## src/rtl/gnw_pkg.sv

```systemverilog
// gnw_pkg
// Shared types and constants for the SDRAM arbiter slice.
//   arb_state_t          : arbiter FSM state encoding
//   GNW_AW               : default byte address width (requesters and SDRAM)
//   GNW_RD_TIMEOUT_DATA  : byte returned to the renderer when a read times out
package gnw_pkg;

    typedef enum logic [1:0] {
        ARB_IDLE,
        ARB_ISSUE,
        ARB_GUARD,
        ARB_WAIT
    } arb_state_t;

    localparam int GNW_AW = 25;

    localparam logic [7:0] GNW_RD_TIMEOUT_DATA = 8'hFF;

endpackage

```

## src/rtl/gnw_sdram_arbiter_if.sv

```systemverilog
// gnw_sdram_arbiter_if
// Bundles the loader, renderer and SDRAM-controller signals around the arbiter.
//   slave  modport : the arbiter's view (requests and sd_dout/sd_ready in,
//                    commands, read data and status out)
//   master modport : the surrounding glue's view (the reverse directions)
// Loader   : ld_wr, ld_addr, ld_data -> ; <- ld_wait
// Renderer : rd_req, rd_addr -> ; <- rd_data, rd_valid
// SDRAM    : <- sd_addr, sd_din, sd_rd, sd_we ; sd_dout, sd_ready ->
// Status   : <- err_timeout (sticky)
interface gnw_sdram_arbiter_if
    import gnw_pkg::*;
#(
    parameter int AW = GNW_AW
);

    logic          ld_wr;
    logic [AW-1:0] ld_addr;
    logic [7:0]    ld_data;
    logic          ld_wait;

    logic          rd_req;
    logic [AW-1:0] rd_addr;
    logic [7:0]    rd_data;
    logic          rd_valid;

    logic [AW-1:0] sd_addr;
    logic [7:0]    sd_din;
    logic          sd_rd;
    logic          sd_we;
    logic [7:0]    sd_dout;
    logic          sd_ready;

    logic          err_timeout;

    modport slave (
        input  ld_wr, ld_addr, ld_data, rd_req, rd_addr, sd_dout, sd_ready,
        output ld_wait, rd_data, rd_valid, sd_addr, sd_din, sd_rd, sd_we,
               err_timeout
    );

    modport master (
        output ld_wr, ld_addr, ld_data, rd_req, rd_addr, sd_dout, sd_ready,
        input  ld_wait, rd_data, rd_valid, sd_addr, sd_din, sd_rd, sd_we,
               err_timeout
    );

endinterface

```

## src/rtl/gnw_wr_buf.sv

```systemverilog
// gnw_wr_buf
// One-entry holding register for loader writes.
//   clk, rst_n  : clock, asynchronous active-low reset
//   wr          : loader write strobe; captures addr/data when the slot is free
//   addr, data  : loader address/byte
//   pop         : high in the cycle the buffered write goes out to SDRAM
//   full        : slot occupied (registered; doubles as ld_wait)
//   buf_addr    : buffered address
//   buf_data    : buffered byte
module gnw_wr_buf
    import gnw_pkg::*;
#(
    parameter int AW = GNW_AW
) (
    input  logic          clk,
    input  logic          rst_n,
    input  logic          wr,
    input  logic [AW-1:0] addr,
    input  logic [7:0]    data,
    input  logic          pop,
    output logic          full,
    output logic [AW-1:0] buf_addr,
    output logic [7:0]    buf_data
);

    // A write arriving in the pop cycle refills the slot straight away, so the
    // buffer stays full; a write against a full, non-popping slot is ignored.
    always_ff @(posedge clk or negedge rst_n) begin
        if (!rst_n) begin
            full     <= 1'b0;
            buf_addr <= '0;
            buf_data <= '0;
        end else if (wr && (!full || pop)) begin
            full     <= 1'b1;
            buf_addr <= addr;
            buf_data <= data;
        end else if (pop) begin
            full     <= 1'b0;
        end
    end

    // The loader must honour ld_wait; a strobe into a full slot would be lost.
    a_no_overrun: assert property (@(posedge clk) disable iff (!rst_n)
        !(wr && full && !pop));

endmodule

```

## src/rtl/gnw_sdram_arbiter.sv

```systemverilog
// gnw_sdram_arbiter
// Shares the 8-bit SDRAM port between the ROM loader (writes) and the LCD
// renderer (reads). One access at a time: IDLE -> ISSUE -> GUARD -> WAIT.
//   clk_sys     : system clock, rising edge
//   reset_n     : asynchronous active-low reset
//   bus         : gnw_sdram_arbiter_if.slave (loader, renderer, SDRAM, status)
// Parameters:
//   AW          : byte address width
//   MAX_WR_RUN  : back-to-back loader writes allowed before a waiting read wins
//   TIMEOUT     : WAIT cycles without sd_ready before the access is abandoned
module gnw_sdram_arbiter
    import gnw_pkg::*;
#(
    parameter int AW         = GNW_AW,
    parameter int MAX_WR_RUN = 8,
    parameter int TIMEOUT    = 255
) (
    input  logic               clk_sys,
    input  logic               reset_n,
    gnw_sdram_arbiter_if.slave bus
);

    localparam int RW = $clog2(MAX_WR_RUN + 1);
    localparam int TW = $clog2(TIMEOUT + 1);
    localparam logic [RW-1:0] RUN_MAX = RW'(MAX_WR_RUN);
    localparam logic [TW-1:0] TMO_LAST = TW'(TIMEOUT - 1);

    arb_state_t    state;
    logic [RW-1:0] run;
    logic [TW-1:0] tmo;
    logic          op_is_rd;

    logic          buf_full;
    logic [AW-1:0] buf_addr;
    logic [7:0]    buf_data;

    logic          rd_ok;
    logic          grant_rd;
    logic          grant_wr;

    gnw_wr_buf #(
        .AW (AW)
    ) u_wr_buf (
        .clk      (clk_sys),
        .rst_n    (reset_n),
        .wr       (bus.ld_wr),
        .addr     (bus.ld_addr),
        .data     (bus.ld_data),
        .pop      (bus.sd_we),
        .full     (buf_full),
        .buf_addr (buf_addr),
        .buf_data (buf_data)
    );

    assign bus.ld_wait = buf_full;

    // rd_req is still high in its own rd_valid cycle (the renderer drops it in
    // response), so that cycle must not count as a fresh read request.
    assign rd_ok    = bus.rd_req && !bus.rd_valid;
    assign grant_rd = rd_ok && (!buf_full || (run == RUN_MAX));
    assign grant_wr = buf_full && !grant_rd;

    // Sequencer. Command strobes and rd_valid default low each cycle so they
    // are single-cycle pulses; sd_addr/sd_din only change on a grant.
    always_ff @(posedge clk_sys or negedge reset_n) begin
        if (!reset_n) begin
            state           <= ARB_IDLE;
            run             <= '0;
            tmo             <= '0;
            op_is_rd        <= 1'b0;
            bus.sd_addr     <= '0;
            bus.sd_din      <= '0;
            bus.sd_rd       <= 1'b0;
            bus.sd_we       <= 1'b0;
            bus.rd_data     <= '0;
            bus.rd_valid    <= 1'b0;
            bus.err_timeout <= 1'b0;
        end else begin
            bus.sd_rd    <= 1'b0;
            bus.sd_we    <= 1'b0;
            bus.rd_valid <= 1'b0;
            case (state)
                ARB_IDLE: begin
                    if (bus.sd_ready && grant_rd) begin
                        bus.sd_addr <= bus.rd_addr;
                        bus.sd_rd   <= 1'b1;
                        op_is_rd    <= 1'b1;
                        run         <= '0;
                        state       <= ARB_ISSUE;
                    end else if (bus.sd_ready && grant_wr) begin
                        bus.sd_addr <= buf_addr;
                        bus.sd_din  <= buf_data;
                        bus.sd_we   <= 1'b1;
                        op_is_rd    <= 1'b0;
                        if (run != RUN_MAX) begin
                            run <= run + RW'(1);
                        end
                        state       <= ARB_ISSUE;
                    end else if (!bus.rd_req && !buf_full) begin
                        run <= '0;
                    end
                end
                ARB_ISSUE: begin
                    state <= ARB_GUARD;
                end
                ARB_GUARD: begin
                    // sd_ready may still show the pre-command idle level here.
                    tmo   <= '0;
                    state <= ARB_WAIT;
                end
                ARB_WAIT: begin
                    if (bus.sd_ready) begin
                        if (op_is_rd) begin
                            bus.rd_data  <= bus.sd_dout;
                            bus.rd_valid <= 1'b1;
                        end
                        state <= ARB_IDLE;
                    end else if (tmo == TMO_LAST) begin
                        // Abandon the access; a read still completes so the
                        // renderer is never left waiting forever.
                        bus.err_timeout <= 1'b1;
                        if (op_is_rd) begin
                            bus.rd_data  <= GNW_RD_TIMEOUT_DATA;
                            bus.rd_valid <= 1'b1;
                        end
                        state <= ARB_IDLE;
                    end else begin
                        tmo <= tmo + TW'(1);
                    end
                end
                default: begin
                    state <= ARB_IDLE;
                end
            endcase
        end
    end

endmodule

```

## src/flat_wrapper.sv

```systemverilog
// flat-port wrapper written by rule: the top's interface ports become plain ports
module gnw_sdram_arbiter_flat import gnw_pkg::*;
#(
    parameter int AW         = GNW_AW,
    parameter int MAX_WR_RUN = 8,
    parameter int TIMEOUT    = 255
)
  (clk_sys, reset_n, bus_ld_wr, bus_ld_addr, bus_ld_data, bus_rd_req, bus_rd_addr, bus_sd_dout, bus_sd_ready, bus_ld_wait, bus_rd_data, bus_rd_valid, bus_sd_addr, bus_sd_din, bus_sd_rd, bus_sd_we, bus_err_timeout);
  gnw_sdram_arbiter_if #(.AW(AW)) bus_i ();
  input  logic clk_sys;
  input  logic reset_n;
  input wire logic [$bits(bus_i.ld_wr)-1:0] bus_ld_wr;
  input wire logic [$bits(bus_i.ld_addr)-1:0] bus_ld_addr;
  input wire logic [$bits(bus_i.ld_data)-1:0] bus_ld_data;
  input wire logic [$bits(bus_i.rd_req)-1:0] bus_rd_req;
  input wire logic [$bits(bus_i.rd_addr)-1:0] bus_rd_addr;
  input wire logic [$bits(bus_i.sd_dout)-1:0] bus_sd_dout;
  input wire logic [$bits(bus_i.sd_ready)-1:0] bus_sd_ready;
  output wire logic [$bits(bus_i.ld_wait)-1:0] bus_ld_wait;
  output wire logic [$bits(bus_i.rd_data)-1:0] bus_rd_data;
  output wire logic [$bits(bus_i.rd_valid)-1:0] bus_rd_valid;
  output wire logic [$bits(bus_i.sd_addr)-1:0] bus_sd_addr;
  output wire logic [$bits(bus_i.sd_din)-1:0] bus_sd_din;
  output wire logic [$bits(bus_i.sd_rd)-1:0] bus_sd_rd;
  output wire logic [$bits(bus_i.sd_we)-1:0] bus_sd_we;
  output wire logic [$bits(bus_i.err_timeout)-1:0] bus_err_timeout;
  assign bus_i.ld_wr = bus_ld_wr;
  assign bus_i.ld_addr = bus_ld_addr;
  assign bus_i.ld_data = bus_ld_data;
  assign bus_i.rd_req = bus_rd_req;
  assign bus_i.rd_addr = bus_rd_addr;
  assign bus_i.sd_dout = bus_sd_dout;
  assign bus_i.sd_ready = bus_sd_ready;
  assign bus_ld_wait = bus_i.ld_wait;
  assign bus_rd_data = bus_i.rd_data;
  assign bus_rd_valid = bus_i.rd_valid;
  assign bus_sd_addr = bus_i.sd_addr;
  assign bus_sd_din = bus_i.sd_din;
  assign bus_sd_rd = bus_i.sd_rd;
  assign bus_sd_we = bus_i.sd_we;
  assign bus_err_timeout = bus_i.err_timeout;
  gnw_sdram_arbiter #(.AW(AW), .MAX_WR_RUN(MAX_WR_RUN), .TIMEOUT(TIMEOUT)) u_core (.clk_sys(clk_sys), .reset_n(reset_n), .bus(bus_i));
endmodule
```

## config.mk

```make
export PLATFORM = sky130hd
export DESIGN_NAME = gnw_sdram_arbiter_flat
export DESIGN_NICKNAME = d
export VERILOG_FILES = /design/src/rtl/gnw_pkg.sv /design/src/rtl/gnw_sdram_arbiter_if.sv /design/src/rtl/gnw_wr_buf.sv /design/src/rtl/gnw_sdram_arbiter.sv /design/src/flat_wrapper.sv
export SDC_FILE = /design/constraint.sdc
export NUM_CORES = 1
export LEC_CHECK = 0
export ABC_AREA = 1
export CAP_MARGIN = 0
export CORE_MARGIN = 3
export CORE_UTILIZATION = 44
export CTS_CLUSTER_DIAMETER = 200
export DETAILED_ROUTE_END_ITERATION = 8
export HOLD_SLACK_MARGIN = 0.1
export PLACE_DENSITY = 0.81
export SYNTH_ARGS = -nofsm -noshare
export SYNTH_HDL_FRONTEND = slang
export SYNTH_SLANG_ARGS = --single-unit
```

## constraint.sdc

```tcl
create_clock -name clk_sys -period 1.36 [get_ports clk_sys]
set_input_delay 0.204 -clock clk_sys [delete_from_list [all_inputs] [get_ports clk_sys]]
set_output_delay 0.204 -clock clk_sys [all_outputs]
set_load 0.05 [all_outputs]
```

* Word-level counts from Yosys, hierarchy flattened
Index checks and enable logic that the tools add are counted.
W data, S select, Z words.
** Cells by class
- Muxes and demuxes :: 31
- Equality and inequality tests :: 11
- Reduce and logical (&&, ||, !) cells :: 26
- Bitwise gates (word level) :: 2
- Add/sub/neg operators :: 2
** Operator list (number)
- $mux W25 :: 2
- $mux W8 :: 6
- $mux W4 :: 4
- $pmux W8 S2 :: 1
- $reduce_and A3 Y1 :: 5
- $mux W1 :: 13
- $add A8 B1 Y8 const B :: 1
- $eq A8 B8 Y1 const B :: 1
- $mux W2 :: 4
- $pmux W2 S4 :: 1
- $reduce_bool A2 Y1 :: 4
- $logic_and A1 B1 Y1 :: 7
- $ne A3 B2 Y1 const B :: 2
- $add A4 B1 Y4 const B :: 1
- $eq A2 B2 Y1 const B :: 2
- $eq A4 B4 Y1 const B :: 1
- $logic_not A1 Y1 :: 4
- $ne A2 B2 Y1 const B :: 2
- $ne A4 B4 Y1 const B :: 1
- $reduce_and A2 Y1 :: 2
- $ne A3 B1 Y1 const B :: 1
- $reduce_bool A3 Y1 :: 1
- $eq A2 B1 Y1 const B :: 1
- $logic_not A2 Y1 :: 1
- 2 further kinds :: 4
** Storage, ports and cells
- Word-level logic and storage cells :: 86
- Bits of input ports :: 71
- Register bits after elaboration :: 94

* Depth between registers and ports, before layout
Gate-level depths: netlist of the first run.
- Word-level depth :: 9
- Depth in mapped cells :: 10

* By module
From an unflattened synthesis of the first run, not the netlist that was laid out.
** Unflattened totals
- Cell total of the unflattened synthesis :: 551
- Area, all modules :: 4556.9 sq um
** By module, submodules not included
- gnw_sdram_arbiter :: cells an instance 404, area an instance 3189.3 sq um, times used 1
- gnw_wr_buf :: cells an instance 147, area an instance 1367.6 sq um, times used 1

* Worst setup path after synthesis of the first run
Ideal clock, no wire load.
- Path kind :: register to register
- Start :: register u_core.u_wr_buf.full
- End :: register u_core.u_wr_buf.buf_addr[10]
- Buffers on the path :: 1
- Path slack :: -0.337 ns
- Clock period less this slack :: 1.697 ns
- Data arrival time :: 1.570 ns
- Cell stages (with the launch flop) :: 6
- Data required time :: 1.233 ns
- Path through :: dfrtp_1 > inv_1 > or2_1 > nand2_2 > buf_6 > mux2_1
** On the way
- Cells in the longest elaborated chain, start to end :: 3
** RTL lines
- start, declared :: RTL line gnw_wr_buf.sv:21 : output logic full,
- start signal, assigned :: RTL line gnw_wr_buf.sv:30 : full <= 1'b0;
- start signal, assigned :: RTL line gnw_wr_buf.sv:34 : full <= 1'b1;
- start signal, assigned :: RTL line gnw_wr_buf.sv:38 : full <= 1'b0;
- $logic_not A1 Y1 :: RTL line gnw_wr_buf.sv:33 : end else if (wr && (!full || pop)) begin
- $logic_or A1 B1 Y1 :: RTL line gnw_wr_buf.sv:33
- $logic_and A1 B1 Y1 :: RTL line gnw_wr_buf.sv:33
- end signal, assigned :: RTL line gnw_wr_buf.sv:35 : buf_addr <= addr;
- end, declared :: RTL line gnw_wr_buf.sv:22 : output logic [AW-1:0] buf_addr,
No other way between the ends.
A chain may end at the register's enable or synchronous reset.

* Final worst setup path of the first run
- Start :: register u_core.run[0]
- End :: register u_core.bus.sd_addr[16]
** On the way
- Cells in the longest elaborated chain, start to end :: 8
** RTL lines
- start, declared :: RTL line gnw_sdram_arbiter.sv:29 : logic [RW-1:0] run;
- start signal, assigned :: RTL line gnw_sdram_arbiter.sv:96 : run <= run + RW'(1);
- $eq A4 B4 Y1 (*) :: RTL line gnw_sdram_arbiter.sv:60 : assign grant_rd = rd_ok && (!buf_full || (run == RUN_MAX));
- $logic_or A1 B1 Y1 (*) :: RTL line gnw_sdram_arbiter.sv:60
- $logic_and A1 B1 Y1 (*) :: RTL line gnw_sdram_arbiter.sv:60
- $logic_not A1 Y1 :: RTL line gnw_sdram_arbiter.sv:61 : assign grant_wr = buf_full && !grant_rd;
- $logic_and A1 B1 Y1 :: RTL line gnw_sdram_arbiter.sv:61
- $logic_and A1 B1 Y1 :: RTL line gnw_sdram_arbiter.sv:90 : end else if (bus.sd_ready && grant_wr) begin
- $reduce_bool A2 Y1 (no source line)
- $reduce_and A2 Y1 (no source line)
- end signal, assigned :: RTL line gnw_sdram_arbiter.sv:85 : bus.sd_addr <= bus.rd_addr;
- end signal, assigned :: RTL line gnw_sdram_arbiter.sv:91 : bus.sd_addr <= buf_addr;
- end, declared :: RTL line gnw_sdram_arbiter_if.sv:37 : output ld_wait, rd_data, rd_valid, sd_addr, sd_din, sd_rd, sd_we,
Mark *: on every way between the ends. The rest lies on a longest branch, timed or not.

==> impl_metrics.yaml, run 1 <==
yosys:
  syn_area_um2: 4450
  ys_seq_area_frac: 0.529
  syn_nets: 566
  synth-seq-cells: 94
  syn_area_per_cell_um2: 9.14
  synth_largest_area_cell: "dfrtp_1"
  yosysTopAreaCellShare: 0.529
  ys_types: 34
  synth.area.top_cells: "dfrtp_1 53%, nand2_1 11%, mux2_1 5.1%, nand3_1 4.6%, inv_1 4.6%"
  synth_warnings: 0
  synthCells: 487
timing:
  period_minus_slack_ns: 1.72
  slew_headroom: 0.794
  fin_skew_ns: 0.0163
  setup_slack_ns: -0.360
  slew_viol_final: 0
  max_freq_ghz: 0.581
  rsz0062_at_grt: "yes"
  worst_pin_slew_ns: 0.308
  finalCritPeriodShare: 1.26
  report.final.hold_viol_count: 0
  setup_viol: 87
grt:
  track_usage: 0.220
  grt-ovfl-total: 0
  use_met1: 0.258
  busiest_layer: "met2"
  grtUsageMet2: 0.388
  grt_pass1_wl_um: 19800
  grt_antenna_before_repair: 0
  grt_pass1_vias: 4037
  grt.met3_usage: 0.0686
  grt_max_degree: 51
clock_network:
  cts_buffers: 9
  cts.sinks: 94
  tritoncts: "done"
  htree_num_levels: 3
  clk_latency_ns: 0.37
  path_clk_slew_ns: 0.10
  clockBufferDepth: 2
  cts-root-buf: "clkbuf_8"
setup_path:
  crit_family: "simple AND/OR/NAND/NOR gates"
  critPathSlowestCell: "dfrtp_1"
  critPathCaptureType: "flip-flop"
  path_buf_inv: 2
  crit_fanout: 6
  crit_chain: "inv_1, ha_2, nand3_2, nand2_4, nand3_2, buf_6, o21ai_1, nand2_1, nand2_1"
  crit_required_ns: 1.66
  cp-start-kind: "flip-flop"
  cpPeakStageDelay_ns: 0.41
  crit_type: "flip-flop to flip-flop"
  worstPathArrival_ns: 2.02
floorplan:
  die-height_um: 107
  dieArea_um2: 11400
  rows: 36
  io-pin-count: 117
  core_um2: 9820
  fp.dieW_um: 107
  start_util: 0.453
final_layout:
  final_cell_mix: "112 x nand2_1, 91 x dfrtp_1, 69 x clkdlybuf4s50_1"
  final_common_cell: "nand2_1"
  fin_util: 0.775
  drive_gt1_frac: 0.362
  final_nets: 740
  layout.cells.non_filler: 798
  n_antenna_cell: 0
  fin_area_um2: 7610
  area_growth_pct: 71.1
drt:
  dr.pass1.iters: 5
  wirelength_um: 15400
  vias_per_cell: 5.33
  drc_errors: 0
  drt-initial-drc-count: 290
  drt.antenna.violating_nets: 0
  vias: 4254
  routedWlPerCell_um: 19.3
placed_design:
  placed_cell_area_um2: 6420
  place_hpwl_um: 8190
  dp_cells: 747
  gp_congestion: 0.823
  port_buffers: 116
outcome:
  violations: "negative setup slack"
  status: "complete, but fails checks"
power_and_ir_drop:
  power_density_nw_per_um2: 2310
  cellLeakagePower_nw: 3.74
  power.ir.vdd_worst_mv: 1.27
  power.total_w: 0.0176
job:
  drv_cap: 0
worst_hold_path:
  hold_class: "input port to async pin"
area by class of cell:
type | count | area (um2)
clock buffer | 9 | 124
tap | 133 | 166
sequential | 94 | 2360
multi-input combinational | 320 | 2230
inverter | 58 | 224
timing repair buffer | 178 | 2420
clock inverter | 6 | 87.6
fill | 597 | 2210
synthesized netlist by cell type:
library cell and n:
a21oi_1 8, a21oi_4 1, a31o_2 1, and3_1 1, buf_2 10, buf_4 1, buf_6 6, clkbuf_1 2
clkinv_1 1, dfrtp_1 94, ha_1 8, inv_1 54, inv_2 3, mux2_1 20, mux2_2 5, nand2_1 131
nand2_2 8, nand2_4 3, nand3_1 41, nand3_2 1, nand3_4 1, nand4_1 1, nand4_4 1, nor2_1 28
nor2_2 1, nor3_1 1, nor3_4 1, o21ai_0 32, o21ai_1 6, o21ai_2 8, or2_1 1, or2_2 1
xnor2_1 2, xor2_1 4
metrics by stage:
stage	hold slack, ns	setup TNS (ns)	setup slack [ns]
finish	0.273	-13.35	-0.360
global route	0.280	-18.60	-0.439
CTS	0.262	-5.99	-0.151
detailed placement	0.107	-14.22	-0.314
global placement	0.104	-11.72	-0.287
floorplan	-0.0916	-6.91	-0.181
worst reg2reg max path, delay by kind of cell, from the launching register on:
| family | cells | cell delay [ns] |
|---|---|---|
| fa+ha+maj | 1 | 0.19 |
| compound gates | 1 | 0.18 |
| buf+inv | 2 | 0.28 |
| simple gates | 5 | 0.60 |
| flops | 1 | 0.41 |
worst paths after layout:
kind,start,end,slack [ns],depth (start not counted)
worst max-delay path,u_core.run[0]$_DFFE_PN0P_,u_core.bus.sd_addr[16]$_DFFE_PN0P_,-0.36,9
worst min-delay path,reset_n,u_core.bus.err_timeout$_DFFE_PN0P_,0.27,2
worst max register to register,u_core.run[0]$_DFFE_PN0P_,u_core.bus.sd_addr[16]$_DFFE_PN0P_,-0.36,9
worst min register to register,u_core.u_wr_buf.buf_data[0]$_DFFE_PN0P_,u_core.u_wr_buf.buf_data[0]$_DFFE_PN0P_,0.52,2
max in group asynchronous,reset_n,u_core.bus.sd_addr[11]$_DFFE_PN0P_,0.59,3
min in group clk_sys,bus_ld_addr[14],u_core.u_wr_buf.buf_addr[14]$_DFFE_PN0P_,0.44,2
cells by family after synthesis:
group                    synth area share
adder cells (fa/ha/maj)            0.0225
buffers and inverters              0.0787
multiplexers                       0.0633
AND/OR/NAND/NOR                     0.222
XOR/XNOR                           0.0118
AO/OA/AOI/OAI                      0.0731
flip-flops                          0.529
flip-flops by register name (all words and copies together), names as in the netlist:
register / flops
u_core.tmo: 8
u_core.bus.sd_addr: 25
u_core.bus.rd_valid: 1
u_core.u_wr_buf.buf_addr: 25
u_core.run: 4
u_core.bus.sd_we: 1
u_core.bus.sd_rd: 1
u_core.bus.sd_din: 8
u_core.bus.rd_data: 8
u_core.bus.err_timeout: 1
u_core.op_is_rd: 1
u_core.u_wr_buf.full: 1
u_core.u_wr_buf.buf_data: 8
u_core.state: 2
per-layer routing:
| layer | vias to the layer above | share of wire |
|---|---|---|
| li1 | 1899 | - |
| met1 | 2099 | 0.37 |
| met2 | 218 | 0.53 |
| met3 | 38 | 0.077 |
| met4 | 0 | 0.022 |
| met5 | - | 0 |
report_power, final:
group / internal [W] / switching (W) / leakage, nW
registers: 0.00398 / 0.00114 / 1.16
clock network: 0.00102 / 0.00101 / 0.0973
logic: 0.00515 / 0.00531 / 2.48
total: 0.0102 / 0.00746 / 3.74
what timing repair did:
item,CTS,global route
buffers inserted,6,13
pin swaps,7,21
endpoints found under the hold margin,94,0
cloned,4,14
setup endpoints to repair,81,92
hold buffers,1,0
gates resized for setup,61,86
(Power assumes the default switching activity.)
==> inputs of run 2 (changes only) <==
Settings changed: CORE_UTILIZATION 44 to 45, CTS_CLUSTER_DIAMETER 200 to 80, PLACE_DENSITY 0.81 to 0.8, SKIP_CTS_REPAIR_TIMING from default to 1.
Clock period 1.36 ns to 1.85 ns, I/O delays scaled along.
==> impl_metrics.yaml, run 2 (same netlist as run 1, synthesis figures left out) <==
power_and_ir_drop:
  swShare: 0.441
  clockPowerShare: 0.150
  cellLeakagePower_nw: 3.42
  p_int_w: 0.00544
  power.total_w: 0.00973
  power.ir.vdd_worst_mv: 0.921
  power_switching_w: 0.00429
  seqPwrFrac: 0.355
  p_comb_frac: 0.495
  power_density_nw_per_um2: 1590
clock_network:
  clk_latency_ns: 0.36
  cts.sinks: 94
  htree_num_levels: 3
  path_clk_slew_ns: 0.09
  tritoncts: "done"
  cts-root-buf: "clkbuf_8"
  cts_buffers: 9
  clockBufferDepth: 2
final_layout:
  layout.cells.non_filler: 743
  final_cell_mix: "131 x nand2_1, 94 x dfrtp_1, 77 x clkdlybuf4s50_1"
  area_growth_pct: 37.1
  drive_gt1_frac: 0.116
  top_regs: "u_core.bus.sd_addr x25, u_core.u_wr_buf.buf_addr x25"
  fin_area_um2: 6100
  n_antenna_cell: 0
  final_common_cell: "nand2_1"
  final_nets: 689
placed_design:
  dp_cells: 726
  gp_congestion: 0.777
  place_hpwl_um: 7570
  port_buffers: 116
  placed_cell_area_um2: 5770
timing:
  period_minus_slack_ns: 1.81
  tns_ns: 0
  rsz0062_at_grt: "no"
  max_freq_ghz: 0.552
  worst_pin_slew_ns: 0.528
  fin_skew_ns: 0.0146
  slew_headroom: 0.648
  setup_viol: 0
  slew_viol_final: 0
  report.final.hold_viol_count: 0
  finalCritPeriodShare: 0.979
floorplan:
  fp.dieW_um: 105
  start_util: 0.473
  rows: 35
  core_um2: 9420
  dieArea_um2: 11100
  io-pin-count: 117
  die-height_um: 105
grt:
  grt_pass1_vias: 3656
  grt_pass1_wl_um: 16800
  grt_antenna_before_repair: 0
  grt-ovfl-total: 0
  track_usage: 0.187
  grt_max_degree: 52
setup_path:
  crit_required_ns: 1.57
  critPathCaptureType: "primary output"
  crit_family: "buffers and inverters"
  crit_type: "flip-flop to primary output"
  cpPeakStageDelay_ns: 0.82
  cp-start-kind: "flip-flop"
  path_buf_inv: 1
  critPathSlowestCell: "clkdlybuf4s50_1"
  crit_fanout: 2
  crit_chain: "clkdlybuf4s50_1"
  worstPathArrival_ns: 1.53
drt:
  dr.pass1.iters: 4
  vias_per_cell: 4.91
  wirelength_um: 10400
  routedWlPerCell_um: 14.0
  drt-initial-drc-count: 192
  drc_errors: 0
  drt.antenna.violating_nets: 0
  vias: 3650
job:
  drv_cap: 0
worst_hold_path:
  hold_class: "input port to async pin"
outcome:
  status: "finished, final reports clean"
## run 2: worst paths after layout
kind | slack (ns) | startpoint | to | depth (start not counted)
min in group clk_sys | 0.49 | u_core.bus.rd_data[0]$_DFFE_PN0P_ | u_core.bus.rd_data[0]$_DFFE_PN0P_ | 2
worst min-delay path | 0.37 | reset_n | u_core.run[2]$_DFFE_PN0P_ | 2
worst max register to register | 0.17 | u_core.run[0]$_DFFE_PN0P_ | u_core.state[0]$_DFFE_PN0P_ | 10
max in group asynchronous | 0.90 | reset_n | u_core.bus.sd_addr[1]$_DFFE_PN0P_ | 3
worst min register to register | 0.49 | u_core.bus.rd_data[0]$_DFFE_PN0P_ | u_core.bus.rd_data[0]$_DFFE_PN0P_ | 2
worst max-delay path | 0.04 | u_core.bus.sd_addr[2]$_DFFE_PN0P_ | bus_sd_addr[2] | 1
## run 2: power by group through the flow
stage,registers [W],clock network (W),logic [W]
CTS,0.00346,0.00150,0.00485
floorplan,0.00485,0,0.00188
detailed placement,0.00348,0,0.00485
finish,0.00345,0.00146,0.00481
global placement,0.00345,0,0.00472
global route,0.00355,0.00159,0.00520
## run 2: cell type report
cell class                      instances  area [um2]
Clock buffer                           10         128
Clock inverter                          5        83.8
Fill cell                             759        3320
Inverter                               58         218
Multi-Input combinational cell        316        1750
Sequential cell                        94        2350
Tap cell                              129         161
Timing Repair Buffer                  131        1400
## run 2: per-stage QoR
stage          hold WS, ns  utilization  worst slack [ns]
4_1_cts             -0.181        0.635           -0.0371
3_3_place_gp         0.218        0.612             0.165
6_report             0.367        0.648            0.0396
2_1_floorplan      -0.0181            -             0.153
3_5_place_dp         0.220        0.612            0.0938
5_1_grt              0.389        0.648          0.000297
## run 2: metal layers
| metal | part of all wire | GRT usage | wire, um |
|---|---|---|---|
| met5 | 0 | 0 | 0 |
| met1 | 0.42 | 0.229 | 4390 |
| met2 | 0.49 | 0.308 | 5040 |
| met4 | 0.014 | 0.0562 | 146 |
| met3 | 0.076 | 0.0686 | 785 |
